**config.mk**
```make
export PLATFORM = sky130hd
export DESIGN_NAME = pipe_hazard_unit_flat
export DESIGN_NICKNAME = d
export VERILOG_FILES = /design/src/rtl/pipe_hazard_unit_pkg.sv /design/src/rtl/pipe_hazard_unit_if.sv /design/src/rtl/pipe_hazard_unit_mdu_busy_timer.sv /design/src/rtl/pipe_hazard_unit.sv /design/src/flat_wrapper.sv
export SDC_FILE = /design/constraint.sdc
export NUM_CORES = 1
export LEC_CHECK = 0
export ABC_AREA = 1
export BUFFER_PORTS_ARGS = -buffer_cell sky130_fd_sc_hd__buf_2
export CAP_MARGIN = 25
export CORE_UTILIZATION = 50
export CTS_BUF_LIST = sky130_fd_sc_hd__clkbuf_8
export DETAILED_ROUTE_END_ITERATION = 10
export GPL_ROUTABILITY_DRIVEN = 0
export PLACE_DENSITY = 0.75
export RECOVER_POWER = 100
export SYNTH_ARGS = -nofsm -noshare
export SYNTH_HDL_FRONTEND = slang
export SYNTH_SLANG_ARGS = --single-unit
```
**constraint.sdc**
```tcl
create_clock -name clk -period 1.38 [get_ports clk]
set_input_delay 0.138 -clock clk [delete_from_list [all_inputs] [get_ports clk]]
set_output_delay 0.138 -clock clk [all_outputs]
set_load 0.01 [all_outputs]
```
**src/rtl/pipe_hazard_unit_pkg.sv**
```systemverilog
// ============================================================================
// Module   : hazard_pkg
// Brief    : Shared types, constants and width helpers for pipe_hazard_unit.
// Revision : 1.0  initial release
// ============================================================================
`default_nettype none

package hazard_pkg;

    // Forward-select code meaning "take the operand from the register file".
    localparam int unsigned FWD_RF     = 0;
    localparam int unsigned REG_AW_DEF = 5;

    // Scoreboard entry at the default register-address width.
    typedef struct packed {
        logic                  vld;
        logic [REG_AW_DEF-1:0] rdc;
        logic                  is_load;
    } sb_entry_t;

    // Width of the MDU countdown; a zero latency still needs a 1-bit counter.
    function automatic int unsigned mdu_cnt_w(input int unsigned lat);
        return (lat > 0) ? $clog2(lat + 1) : 1;
    endfunction

endpackage

`default_nettype wire

```
**src/rtl/pipe_hazard_unit_if.sv**
```systemverilog
// ============================================================================
// Module   : pipe_hazard_unit_if
// Brief    : ID-stage decode flags in, forwarding selects and stalls out.
// Revision : 1.0  initial release
// ============================================================================
`default_nettype none

interface pipe_hazard_unit_if #(
    parameter int unsigned REG_AW = 5,
    parameter int unsigned SEL_W  = 2
);
    logic              ext_stall;
    logic              id_valid;
    logic [REG_AW-1:0] id_rsc;
    logic [REG_AW-1:0] id_rtc;
    logic              id_rs_use;
    logic              id_rt_use;
    logic [REG_AW-1:0] id_rdc;
    logic              id_rd_we;
    logic              id_is_load;
    logic              id_is_mdu;
    logic              id_reads_hilo;
    logic [SEL_W-1:0]  rs_fwd_sel;
    logic [SEL_W-1:0]  rt_fwd_sel;
    logic              id_stall;
    logic              ex_bubble;
    logic              mdu_busy;

    modport master (
        output ext_stall, id_valid, id_rsc, id_rtc, id_rs_use, id_rt_use,
               id_rdc, id_rd_we, id_is_load, id_is_mdu, id_reads_hilo,
        input  rs_fwd_sel, rt_fwd_sel, id_stall, ex_bubble, mdu_busy
    );

    modport slave (
        input  ext_stall, id_valid, id_rsc, id_rtc, id_rs_use, id_rt_use,
               id_rdc, id_rd_we, id_is_load, id_is_mdu, id_reads_hilo,
        output rs_fwd_sel, rt_fwd_sel, id_stall, ex_bubble, mdu_busy
    );
endinterface

`default_nettype wire

```
**src/rtl/pipe_hazard_unit_mdu_busy_timer.sv**
```systemverilog
// ============================================================================
// Module   : mdu_busy_timer
// Brief    : HI/LO busy countdown, reloaded on each MDU issue.
// Revision : 1.0  initial release
// ============================================================================
`default_nettype none

module mdu_busy_timer
    import hazard_pkg::*;
#(
    parameter int unsigned MDU_LAT = 4
) (
    input  wire logic clk,
    input  wire logic rst_n,
    input  wire logic i_load,
    output logic      o_busy
);
    localparam int unsigned            c_cnt_w = mdu_cnt_w(MDU_LAT);
    localparam logic [c_cnt_w-1:0]     c_lat   = c_cnt_w'(MDU_LAT);

    logic [c_cnt_w-1:0] r_cnt;

    // Keeps counting through a global freeze: the multiplier itself never stops.
    always_ff @(posedge clk or negedge rst_n) begin
        if (!rst_n) begin
            r_cnt <= '0;
        end else if (i_load) begin
            r_cnt <= c_lat;
        end else if (r_cnt != '0) begin
            r_cnt <= r_cnt - 1'b1;
        end
    end

    assign o_busy = (r_cnt != '0);

endmodule

`default_nettype wire

```
**src/rtl/pipe_hazard_unit.sv**
```systemverilog
// ============================================================================
// Module   : pipe_hazard_unit
// Brief    : Scoreboard-based forwarding / load-use / MDU hazard controller.
//            Optional HAZARD_PERF_CNT_EN adds saturating stall-cycle counters.
// Revision : 1.0  initial release
// ============================================================================
`default_nettype none

module pipe_hazard_unit
    import hazard_pkg::*;
#(
    parameter int unsigned REG_AW     = 5,
    parameter int unsigned FWD_STAGES = 3,
    parameter int unsigned MDU_LAT    = 4,
    parameter int unsigned SEL_W      = $clog2(FWD_STAGES + 1)
) (
    input  wire logic         clk,
    input  wire logic         rst_n,
    pipe_hazard_unit_if.slave hif
`ifdef HAZARD_PERF_CNT_EN
    ,
    output logic [31:0]       perf_lu_cnt,
    output logic [31:0]       perf_mdu_cnt
`endif
);
    typedef struct packed {
        logic              vld;
        logic [REG_AW-1:0] rdc;
        logic              is_load;
    } sb_slot_t;

    sb_slot_t         r_st [FWD_STAGES];
    logic [SEL_W-1:0] w_rs_sel;
    logic [SEL_W-1:0] w_rt_sel;
    logic             w_load_use;
    logic             w_mdu_hazard;
    logic             w_stall;
    logic             w_issue;
    logic             w_mdu_load;
    logic             w_mdu_busy;

    // Oldest-to-youngest scan so the youngest matching producer overwrites.
    always_comb begin
        w_rs_sel = SEL_W'(FWD_RF);
        w_rt_sel = SEL_W'(FWD_RF);
        for (int k = FWD_STAGES - 1; k >= 0; k--) begin
            if (hif.id_rs_use && (hif.id_rsc != '0) && r_st[k].vld && (r_st[k].rdc == hif.id_rsc))
                w_rs_sel = SEL_W'(k + 1);
            if (hif.id_rt_use && (hif.id_rtc != '0) && r_st[k].vld && (r_st[k].rdc == hif.id_rtc))
                w_rt_sel = SEL_W'(k + 1);
        end
    end

    assign w_load_use   = r_st[0].vld && r_st[0].is_load &&
                          ((hif.id_rs_use && (r_st[0].rdc == hif.id_rsc)) ||
                           (hif.id_rt_use && (r_st[0].rdc == hif.id_rtc)));
    assign w_mdu_hazard = w_mdu_busy && (hif.id_is_mdu || hif.id_reads_hilo);
    assign w_stall      = hif.id_valid && (w_load_use || w_mdu_hazard);
    assign w_issue      = hif.id_valid && !w_stall && hif.id_rd_we && (hif.id_rdc != '0);
    assign w_mdu_load   = hif.id_valid && !w_stall && !hif.ext_stall && hif.id_is_mdu;

    always_ff @(posedge clk or negedge rst_n) begin
        if (!rst_n) begin
            r_st[0] <= '0;
        end else if (!hif.ext_stall) begin
            r_st[0] <= w_issue ? '{vld: 1'b1, rdc: hif.id_rdc, is_load: hif.id_is_load} : '0;
        end
    end

    for (genvar k = 1; k < FWD_STAGES; k++) begin : g_shift
        always_ff @(posedge clk or negedge rst_n) begin
            if (!rst_n) begin
                r_st[k] <= '0;
            end else if (!hif.ext_stall) begin
                r_st[k] <= r_st[k-1];
            end
        end
    end

    mdu_busy_timer #(
        .MDU_LAT (MDU_LAT)
    ) u_mdu_timer (
        .clk    (clk),
        .rst_n  (rst_n),
        .i_load (w_mdu_load),
        .o_busy (w_mdu_busy)
    );

    assign hif.rs_fwd_sel = w_rs_sel;
    assign hif.rt_fwd_sel = w_rt_sel;
    assign hif.id_stall   = w_stall;
    assign hif.ex_bubble  = w_stall && !hif.ext_stall;
    assign hif.mdu_busy   = w_mdu_busy;

`ifdef HAZARD_PERF_CNT_EN
    logic [31:0] r_perf_lu;
    logic [31:0] r_perf_mdu;

    always_ff @(posedge clk or negedge rst_n) begin
        if (!rst_n) begin
            r_perf_lu  <= '0;
            r_perf_mdu <= '0;
        end else begin
            if (hif.id_valid && w_load_use && (r_perf_lu != '1))
                r_perf_lu <= r_perf_lu + 32'd1;
            if (hif.id_valid && w_mdu_hazard && (r_perf_mdu != '1))
                r_perf_mdu <= r_perf_mdu + 32'd1;
        end
    end

    assign perf_lu_cnt  = r_perf_lu;
    assign perf_mdu_cnt = r_perf_mdu;
`endif

endmodule

`default_nettype wire

```
**src/flat_wrapper.sv**
```systemverilog
// flat-port wrapper written by rule: the top's interface ports become plain ports
module pipe_hazard_unit_flat import hazard_pkg::*;
#(
    parameter int unsigned REG_AW     = 5,
    parameter int unsigned FWD_STAGES = 3,
    parameter int unsigned MDU_LAT    = 4,
    parameter int unsigned SEL_W      = $clog2(FWD_STAGES + 1)
)
  (clk, rst_n, hif_ext_stall, hif_id_valid, hif_id_rsc, hif_id_rtc, hif_id_rs_use, hif_id_rt_use, hif_id_rdc, hif_id_rd_we, hif_id_is_load, hif_id_is_mdu, hif_id_reads_hilo, hif_rs_fwd_sel, hif_rt_fwd_sel, hif_id_stall, hif_ex_bubble, hif_mdu_busy);
  pipe_hazard_unit_if #(.REG_AW(REG_AW), .SEL_W(SEL_W)) hif_i ();
  input  wire logic clk;
  input  wire logic rst_n;
  input wire logic [$bits(hif_i.ext_stall)-1:0] hif_ext_stall;
  input wire logic [$bits(hif_i.id_valid)-1:0] hif_id_valid;
  input wire logic [$bits(hif_i.id_rsc)-1:0] hif_id_rsc;
  input wire logic [$bits(hif_i.id_rtc)-1:0] hif_id_rtc;
  input wire logic [$bits(hif_i.id_rs_use)-1:0] hif_id_rs_use;
  input wire logic [$bits(hif_i.id_rt_use)-1:0] hif_id_rt_use;
  input wire logic [$bits(hif_i.id_rdc)-1:0] hif_id_rdc;
  input wire logic [$bits(hif_i.id_rd_we)-1:0] hif_id_rd_we;
  input wire logic [$bits(hif_i.id_is_load)-1:0] hif_id_is_load;
  input wire logic [$bits(hif_i.id_is_mdu)-1:0] hif_id_is_mdu;
  input wire logic [$bits(hif_i.id_reads_hilo)-1:0] hif_id_reads_hilo;
  output wire logic [$bits(hif_i.rs_fwd_sel)-1:0] hif_rs_fwd_sel;
  output wire logic [$bits(hif_i.rt_fwd_sel)-1:0] hif_rt_fwd_sel;
  output wire logic [$bits(hif_i.id_stall)-1:0] hif_id_stall;
  output wire logic [$bits(hif_i.ex_bubble)-1:0] hif_ex_bubble;
  output wire logic [$bits(hif_i.mdu_busy)-1:0] hif_mdu_busy;
  assign hif_i.ext_stall = hif_ext_stall;
  assign hif_i.id_valid = hif_id_valid;
  assign hif_i.id_rsc = hif_id_rsc;
  assign hif_i.id_rtc = hif_id_rtc;
  assign hif_i.id_rs_use = hif_id_rs_use;
  assign hif_i.id_rt_use = hif_id_rt_use;
  assign hif_i.id_rdc = hif_id_rdc;
  assign hif_i.id_rd_we = hif_id_rd_we;
  assign hif_i.id_is_load = hif_id_is_load;
  assign hif_i.id_is_mdu = hif_id_is_mdu;
  assign hif_i.id_reads_hilo = hif_id_reads_hilo;
  assign hif_rs_fwd_sel = hif_i.rs_fwd_sel;
  assign hif_rt_fwd_sel = hif_i.rt_fwd_sel;
  assign hif_id_stall = hif_i.id_stall;
  assign hif_ex_bubble = hif_i.ex_bubble;
  assign hif_mdu_busy = hif_i.mdu_busy;
  pipe_hazard_unit #(.REG_AW(REG_AW), .FWD_STAGES(FWD_STAGES), .MDU_LAT(MDU_LAT), .SEL_W(SEL_W)) u_core (.clk(clk), .rst_n(rst_n), .hif(hif_i));
endmodule
```
==> impl_results.md, run 1 <==
* Status: complete, but fails checks
* Failing checks: setup timing
* Top-count cell post-synth: nand2_1
* Ys flop type: dfrtp_1
* Count of different cell masters after synthesis at 26
* Fin Setup TNS at -3390 ps
* Worst-margin pin slew at 555 ps
* Post-synth EDFFs at 0
* Synth top area share at 37.1%
* Num CTS Buffers at 3
* Min-delay src: hif_id_is_load
* Post-synth top cells: 64 x nand2_1, 25 x inv_1, 22 x dfrtp_1, 15 x xor2_1, 13 x o21ai_0
* Num rows at 19
* Leakage at 0.00109 µW
* Arrival @ worst endpoint at 1640 ps
* VDD IR max at 0.000952 V
* WHS Endpoint: u_core.r_st[14]
* # diodes at 0
* CP startpoint kind: flip-flop
* Post-DR wirelength/cell at 12.4 µm
* Worst r2r src: u_core.r_st[15]
* Seq/Total Area, Yosys at 37.1%
* Max Cap Viol at 0
* Max FO, Critical Path at 4
* Chip height at 56.5 µm
* Synth warn at 0
* Detailed Place HPWL at 2610 µm
* Worst EP required at 1240 ps
* DR iter-0 viols at 48
* Crit end category: output port
* Total number of H-tree levels at 1
* Slowest cell delay on critical path at 430 ps
* Initial antenna violation count at 0
* Die ar. at 0.00319 mm²
* Area Growth Syn to Fin at 37.4%
* Critical path's slowest cell: dfrtp_1
* Reg2Reg Setup Slack at -170 ps
* Final nets at 292
* RSZ-0062 raised after global routing: yes
* Gr usage total at 25.2%
* Min Tclk post-route at 1780 ps
* Worst path cell trace: buf_4 -> nand2_1 -> nand2_1 -> nor2_2 -> nand4_1 -> nand2_1 -> nand2_2 -> nand2_2 -> nand2_2 -> nor2_1 -> buf_2
* Synthesized area at 0.00149 mm²
* Core ar. at 0.00278 mm²
* CTS Sinks at 22
* Clock Latency Late Sink at 260 ps
* Slew Viols, Final at 0
* Worst Hold Path Cells at 3
* CTS tree: yes
* First-pass GRT wire length at 6220 µm
* Setup Crit Path Kind: flip-flop to output port
* Share of layout cells above drive strength 1 at 39.8%
* Endpoints failing hold at 0
* Ports at 32
* Buffer levels on the longest clock path at 2
* Hold slack at 95.8 ps
* CTS clock-pin slew for the worst setup and hold paths at 80 ps
* Residual overflow from global routing at 0
* Worst reg2reg endpoint: u_core.u_mdu_timer.r_cnt[2]
* Fmax at 0.563 GHz
* Initial Util at 53.4%
* Min-Delay Path Class: primary input to flip-flop
* Final period util at 129%
* DP Worst Slack at -108 ps
* Post-Syn Nets at 233
* Post-DRT Antenna Nets at 0
* Clock Skews at 3.42 ps
* Initial DRT Pass Iterations at 4
* # DRC at 0
* Largest net degree at the start of global routing at 24
* Vias in the first global route at 1384
* IO Port Bufs at 31
* Pwr per Cell Area at 1050 mW/mm²
* Die Width at 56.5 µm
* Synthesized flop and latch total at 22
* Synth area leader: dfrtp_1
* Top cells by area, synth: dfrtp_1 37%, nand2_1 16%, xor2_1 8.8%, inv_1 6.3%, o21ai_0 4.4%
* Reg2reg path depth at 12
* Final setup violation count at 16
* Vias at 1504
* Cells after Synth at 206
* Max_slew headroom at 63.0%
* CTS root buf: clkbuf_8
* Ys async rst share at 100%
* Syn avg cell area at 7.21 µm²
* Final worst slack at -397 ps
* Post-DR vias/cell at 5.10
* Routed wire length at 3660 µm
cells in the final DEF, fill, tap and decap left out, types with 2 or more instances in the layout:
cell / n
nand2_1: 57
buf_2: 29
dfrtp_1: 22
buf_4: 20
inv_1: 19
xor2_1: 14
inv_2: 13
o21ai_0: 11
nand2_2: 9
nand3_1: 7
a21oi_1: 5
xnor2_1: 5
nand3_2: 5
nand4_1: 4
nor2_1: 4
o21ai_2: 4
clkbuf_8: 4
nor2_2: 3
nor2_4: 3
buf_6: 3
nor4_2: 2
nor4_1: 2
nor3_2: 2
o21bai_1: 2
nor3_1: 2
clkbuf_4: 2
cell families (layout without fill, tap and decap cells):
kind of cell             Yosys count  in the layout  share of synthesized area [%]
AO/OA/AOI/OAI                     24             24                           8.84
XOR/XNOR                          20             20                           11.8
adder cells (fa/ha/maj)            2              2                           1.68
buffers and inverters             35             93                           9.10
flip-flops                        22             22                           37.1
AND/OR/NAND/NOR                  103            103                           31.5
layout make-up:
cell class              instances  area (µm²)
inverters                      32         120
flip-flops and latches         22         551
clock buffers                   4        55.1
multi-input cells             149         913
fillers                       236         741
repair buffers                 57         363
well taps                      31        38.8
worst max-delay path, delay by kind of cell (launching register included):
family	cells	cell delay, ps
buffers and inverters	2	280
flip-flops	1	430
AND/OR/NAND/NOR	9	670
worst max-delay path by stage:
stage / startpoint / end / slack (ps) / depth (start not counted)
floorplan: u_core.r_st[10] / hif_rt_fwd_sel[1] / 30 / 5
global placement: u_core.r_st[15] / hif_rs_fwd_sel[0] / -80 / 8
detailed placement: u_core.r_st[15] / hif_rs_fwd_sel[0] / -110 / 8
CTS: u_core.r_st[3] / hif_rt_fwd_sel[1] / -370 / 6
global route: u_core.r_st[16] / hif_ex_bubble / -560 / 10
finish: u_core.r_st[15] / hif_ex_bubble / -400 / 11
what timing repair did:
| item | in CTS | in global routing |
|---|---|---|
| setup endpoints to repair | 15 | 18 |
| resized for setup | 16 | 21 |
| pin swaps | 11 | 20 |
| hold buffers | 1 | 0 |
| buffers inserted | 13 | 8 |
| hold endpoints to repair | 22 | 0 |
state kept, by name, indices dropped and copies added (netlist names):
register and count:
u_core.u_mdu_timer.r_cnt 3, u_core.r_st 19
power breakdown:
part / leakage (µW) / total (µW) / switching, µW / internal [µW]
logic: 0.000763 / 868 / 469 / 399
registers: 0.000297 / 814 / 74.3 / 740
clock network: 0.0000288 / 463 / 209 / 254
total: 0.00109 / 2150 / 752 / 1390
per-layer routing:
layer  share of wire [%]  global-route usage, %
met1                  45                   36.1
met2                  49                   40.0
met3                 5.1                   3.69
met4                0.85                   6.27
met5                   0                      0
per-stage QoR:
step           area [µm²]  total power, µW  std cells  util, %
2_1_floorplan        1490             1260        206        -
3_3_place_gp         1730             1470        273     62.1
3_5_place_dp         1730             1510        273     62.1
4_1_cts              1940             2020        291     69.8
5_1_grt              2040             2310        295     73.4
6_report             2040             2150        295     73.4
No activity file was read; power rests on OpenSTA's default activity.
==> inputs of run 2 (changes only) <==
--- a/config.mk
+++ b/config.mk
@@ -12,8 +12,9 @@
 export CTS_BUF_LIST = sky130_fd_sc_hd__clkbuf_8
 export DETAILED_ROUTE_END_ITERATION = 10
 export GPL_ROUTABILITY_DRIVEN = 0
+export GPL_TIMING_DRIVEN = 1
 export PLACE_DENSITY = 0.75
-export RECOVER_POWER = 100
+export SETUP_SLACK_MARGIN = 0.15
 export SYNTH_ARGS = -nofsm -noshare
 export SYNTH_HDL_FRONTEND = slang
 export SYNTH_SLANG_ARGS = --single-unit
==> run 2 against run 1 <==
  * The run still ends with setup timing left
  * Core utilization shrank 0.40 points
  * Combinational power is 6.3% lower
  * Design area is 0.55% lower
==> impl_results.md, run 2 (synthesized netlist as in run 1, its figures left out) <==
* Status: complete, but fails checks
* Failing checks: setup timing
* Initial antenna violation count at 0 (unchanged)
* Reg2Reg Setup Slack at -250 ps (-80 ps)
* Final Instance Area at 0.00203 mm² (-0.55%)
* Num CTS Buffers at 3 (unchanged)
* Endpoints failing hold at 0 (unchanged)
* Clock network power share at 22.6% (+1.0 points)
* Placed cell count at 276 (+1.1%)
* Clock Skews at 2.90 ps (-0.525 ps)
* Share of layout cells above drive strength 1 at 39.1% (-0.69 points)
* Met1 WL at 1730 µm (+4.7%)
* Setup Crit Path Kind: flip-flop to output port
* Post-DR vias/cell at 5.13 (+0.56%)
* # diodes at 0 (unchanged)
* Gr usage total at 24.5% (-0.72 points)
* Internal Power at 1340 µW (-3.5%)
* Worst reg2reg endpoint: u_core.r_st[16]
* Seq pwr share at 38.5% (+0.6 points)
* Chip height at 56.5 µm (unchanged)
* Worst-margin pin slew at 510 ps (-45.1 ps)
* # DRC at 0 (unchanged)
* RSZ-0062 raised after global routing: yes
* Crit end category: output port
* Routed wire length at 3740 µm (+2.3%)
* CTS root buf: clkbuf_8
* Slowest cell delay on critical path at 410 ps (-20 ps)
* VDD IR max at 0.00106 V (+12%)
* Post-route insts no fill at 292 (-1.0%)
* Max FO, Critical Path at 2 (-2)
* Worst path cell trace: buf_6 -> xor2_2 -> nor4_2 -> nand3_1 -> a21oi_1 -> buf_2
* CP startpoint kind: flip-flop
* Sw Ratio at 35.7% (+0.60 points)
* Min Tclk post-route at 1750 ps (-30.8 ps)
* Buffer levels on the longest clock path at 2 (unchanged)
* Reg2reg path depth at 13 (+1)
* Area Growth Syn to Fin at 36.6%
* Residual overflow from global routing at 0 (unchanged)
* Met2 wire len at 1800 µm (+0.90%)
* CTS tree: yes
* First-pass GRT wire length at 6070 µm (-2.3%)
* CTS Sinks at 22 (unchanged)
* Initial DRT Pass Iterations at 4 (unchanged)
* Largest net degree at the start of global routing at 25 (+4.2%)
* Worst Hold Path Cells at 3 (unchanged)
* Max_slew headroom at 66.0% (+3.0 points)
* Leakage at 0.00108 µW (-0.75%)
* Total number of H-tree levels at 1 (unchanged)
* Worst EP required at 1240 ps (about the same)
* DP Worst Slack at -124 ps (-16.2 ps)
* Final worst slack at -366 ps (+30.8 ps)
* Max Cap Viol at 0 (unchanged)
* Area post-placement at 0.00177 mm² (+2.2%)
* Die Width at 56.5 µm (unchanged)
* Slew Viols, Final at 0 (unchanged)
* WHS Endpoint: u_core.r_st[14]
* Leading cell type in the layout, fill and taps excluded: nand2_1
* Min-delay src: hif_id_is_load
* IO Port Bufs at 31 (unchanged)
* Post-DRT Antenna Nets at 0 (unchanged)
* Clock Latency Late Sink at 260 ps (about the same)
* Die ar. at 0.00319 mm² (unchanged)
* Critical path's slowest cell: dfrtp_1
* DR top layer: met4
* Detailed Place HPWL at 2530 µm (-3.1%)
* Combinational power share at 38.9% (-1.6 points)
* Final setup violation count at 16 (unchanged)
* Final period util at 127% (-2.2 points)
* Pwr per Cell Area at 1030 mW/mm² (-2.1%)
* Met3 wire length at 175 µm (-6.9%)
* Worst r2r src: u_core.r_st[18]
* Vias at 1497 (-0.47%)
* Initial Util at 53.4% (unchanged)
* Most frequent cells in the layout: 58 x nand2_1, 31 x buf_2, 22 x dfrtp_1
* Post-DR wirelength/cell at 12.8 µm (+3.3%)
* Core ar. at 0.00278 mm² (unchanged)
* Final nets at 289 (-1.0%)
* DR iter-0 viols at 64 (+33%)
* Ports at 32 (unchanged)
* Min-Delay Path Class: primary input to flip-flop
* Largest regs: u_core.r_st: 19 flops, u_core.u_mdu_timer.r_cnt: 3 flops
* Vias in the first global route at 1391 (+0.51%)
* Largest Register: u_core.r_st
* Flip-flop count of the largest register after layout at 19 (unchanged)
* Arrival @ worst endpoint at 1610 ps (-30 ps)
* Fmax at 0.573 GHz (+1.8%)
* Psw at 745 µW (-0.95%)
* Num rows at 19 (unchanged)
* CTS clock-pin slew for the worst setup and hold paths at 80 ps (about the same)
run 2: stage by stage:
stage	hold slack (ps)	power [µW]	setup TNS, ps	utilization (%)
after floorplan	-158	1280	0	-
after global routing	117	2250	-5650	73.0
after detailed placement	140	1510	-475	63.5
final	99.9	2090	-3920	73.0
after global placement	135	1490	-369	63.5
after CTS	94.6	2010	-2490	69.3
run 2: worst max path at each step:
| stage | from | end | slack, ps |
|---|---|---|---|
| after CTS | u_core.r_st[11] | hif_rt_fwd_sel[0] | -340 |
| final | u_core.r_st[10] | hif_rs_fwd_sel[1] | -370 |
| after global routing | u_core.r_st[3] | hif_rt_fwd_sel[0] | -510 |
| after detailed placement | u_core.r_st[18] | hif_rt_fwd_sel[1] | -120 |
| after floorplan | u_core.r_st[11] | hif_rs_fwd_sel[1] | 100 |
| after global placement | u_core.r_st[18] | hif_rt_fwd_sel[1] | -110 |
run 2: area by class of cell:
type / count / area (µm²)
Sequential cell: 22 / 551
Fill cell: 222 / 752
Timing Repair Buffer: 54 / 342
Multi-Input combinational cell: 149 / 923
Inverter: 32 / 120
Clock buffer: 4 / 55.1
Tap cell: 31 / 38.8
run 2: critical path: cells and delay by family, from the launching register on:
kind / cells / cell delay [ps]
AND/OR/NAND/NOR: 2 / 390
flip-flops: 1 / 410
XOR/XNOR: 1 / 140
buffers and inverters: 2 / 270
AO/OA/AOI/OAI: 1 / 130
run 2: per-layer routing:
layer / vias up / global-route usage (%)
met5: - / 0
met4: 0 / 6.97
met3: 4 / 3.69
met2: 42 / 38.7
met1: 693 / 34.8
li1: 758 / -
run 2: what timing repair did:
action                                  CTS  global route
endpoints found under the setup margin   17            17
resized for setup                        14            18
cloned                                    0             0
hold buffers                              1             0
endpoints found under the hold margin    22             0
setup buffers                             6             5
pin swaps                                10            15
run 2: power groups by stage:
stage	logic [µW]	registers [µW]	clock network, µW
2_1_floorplan	475	805	0
3_3_place_gp	676	812	0
3_5_place_dp	693	813	0
4_1_cts	729	801	478
5_1_grt	935	813	505
6_report	813	804	472
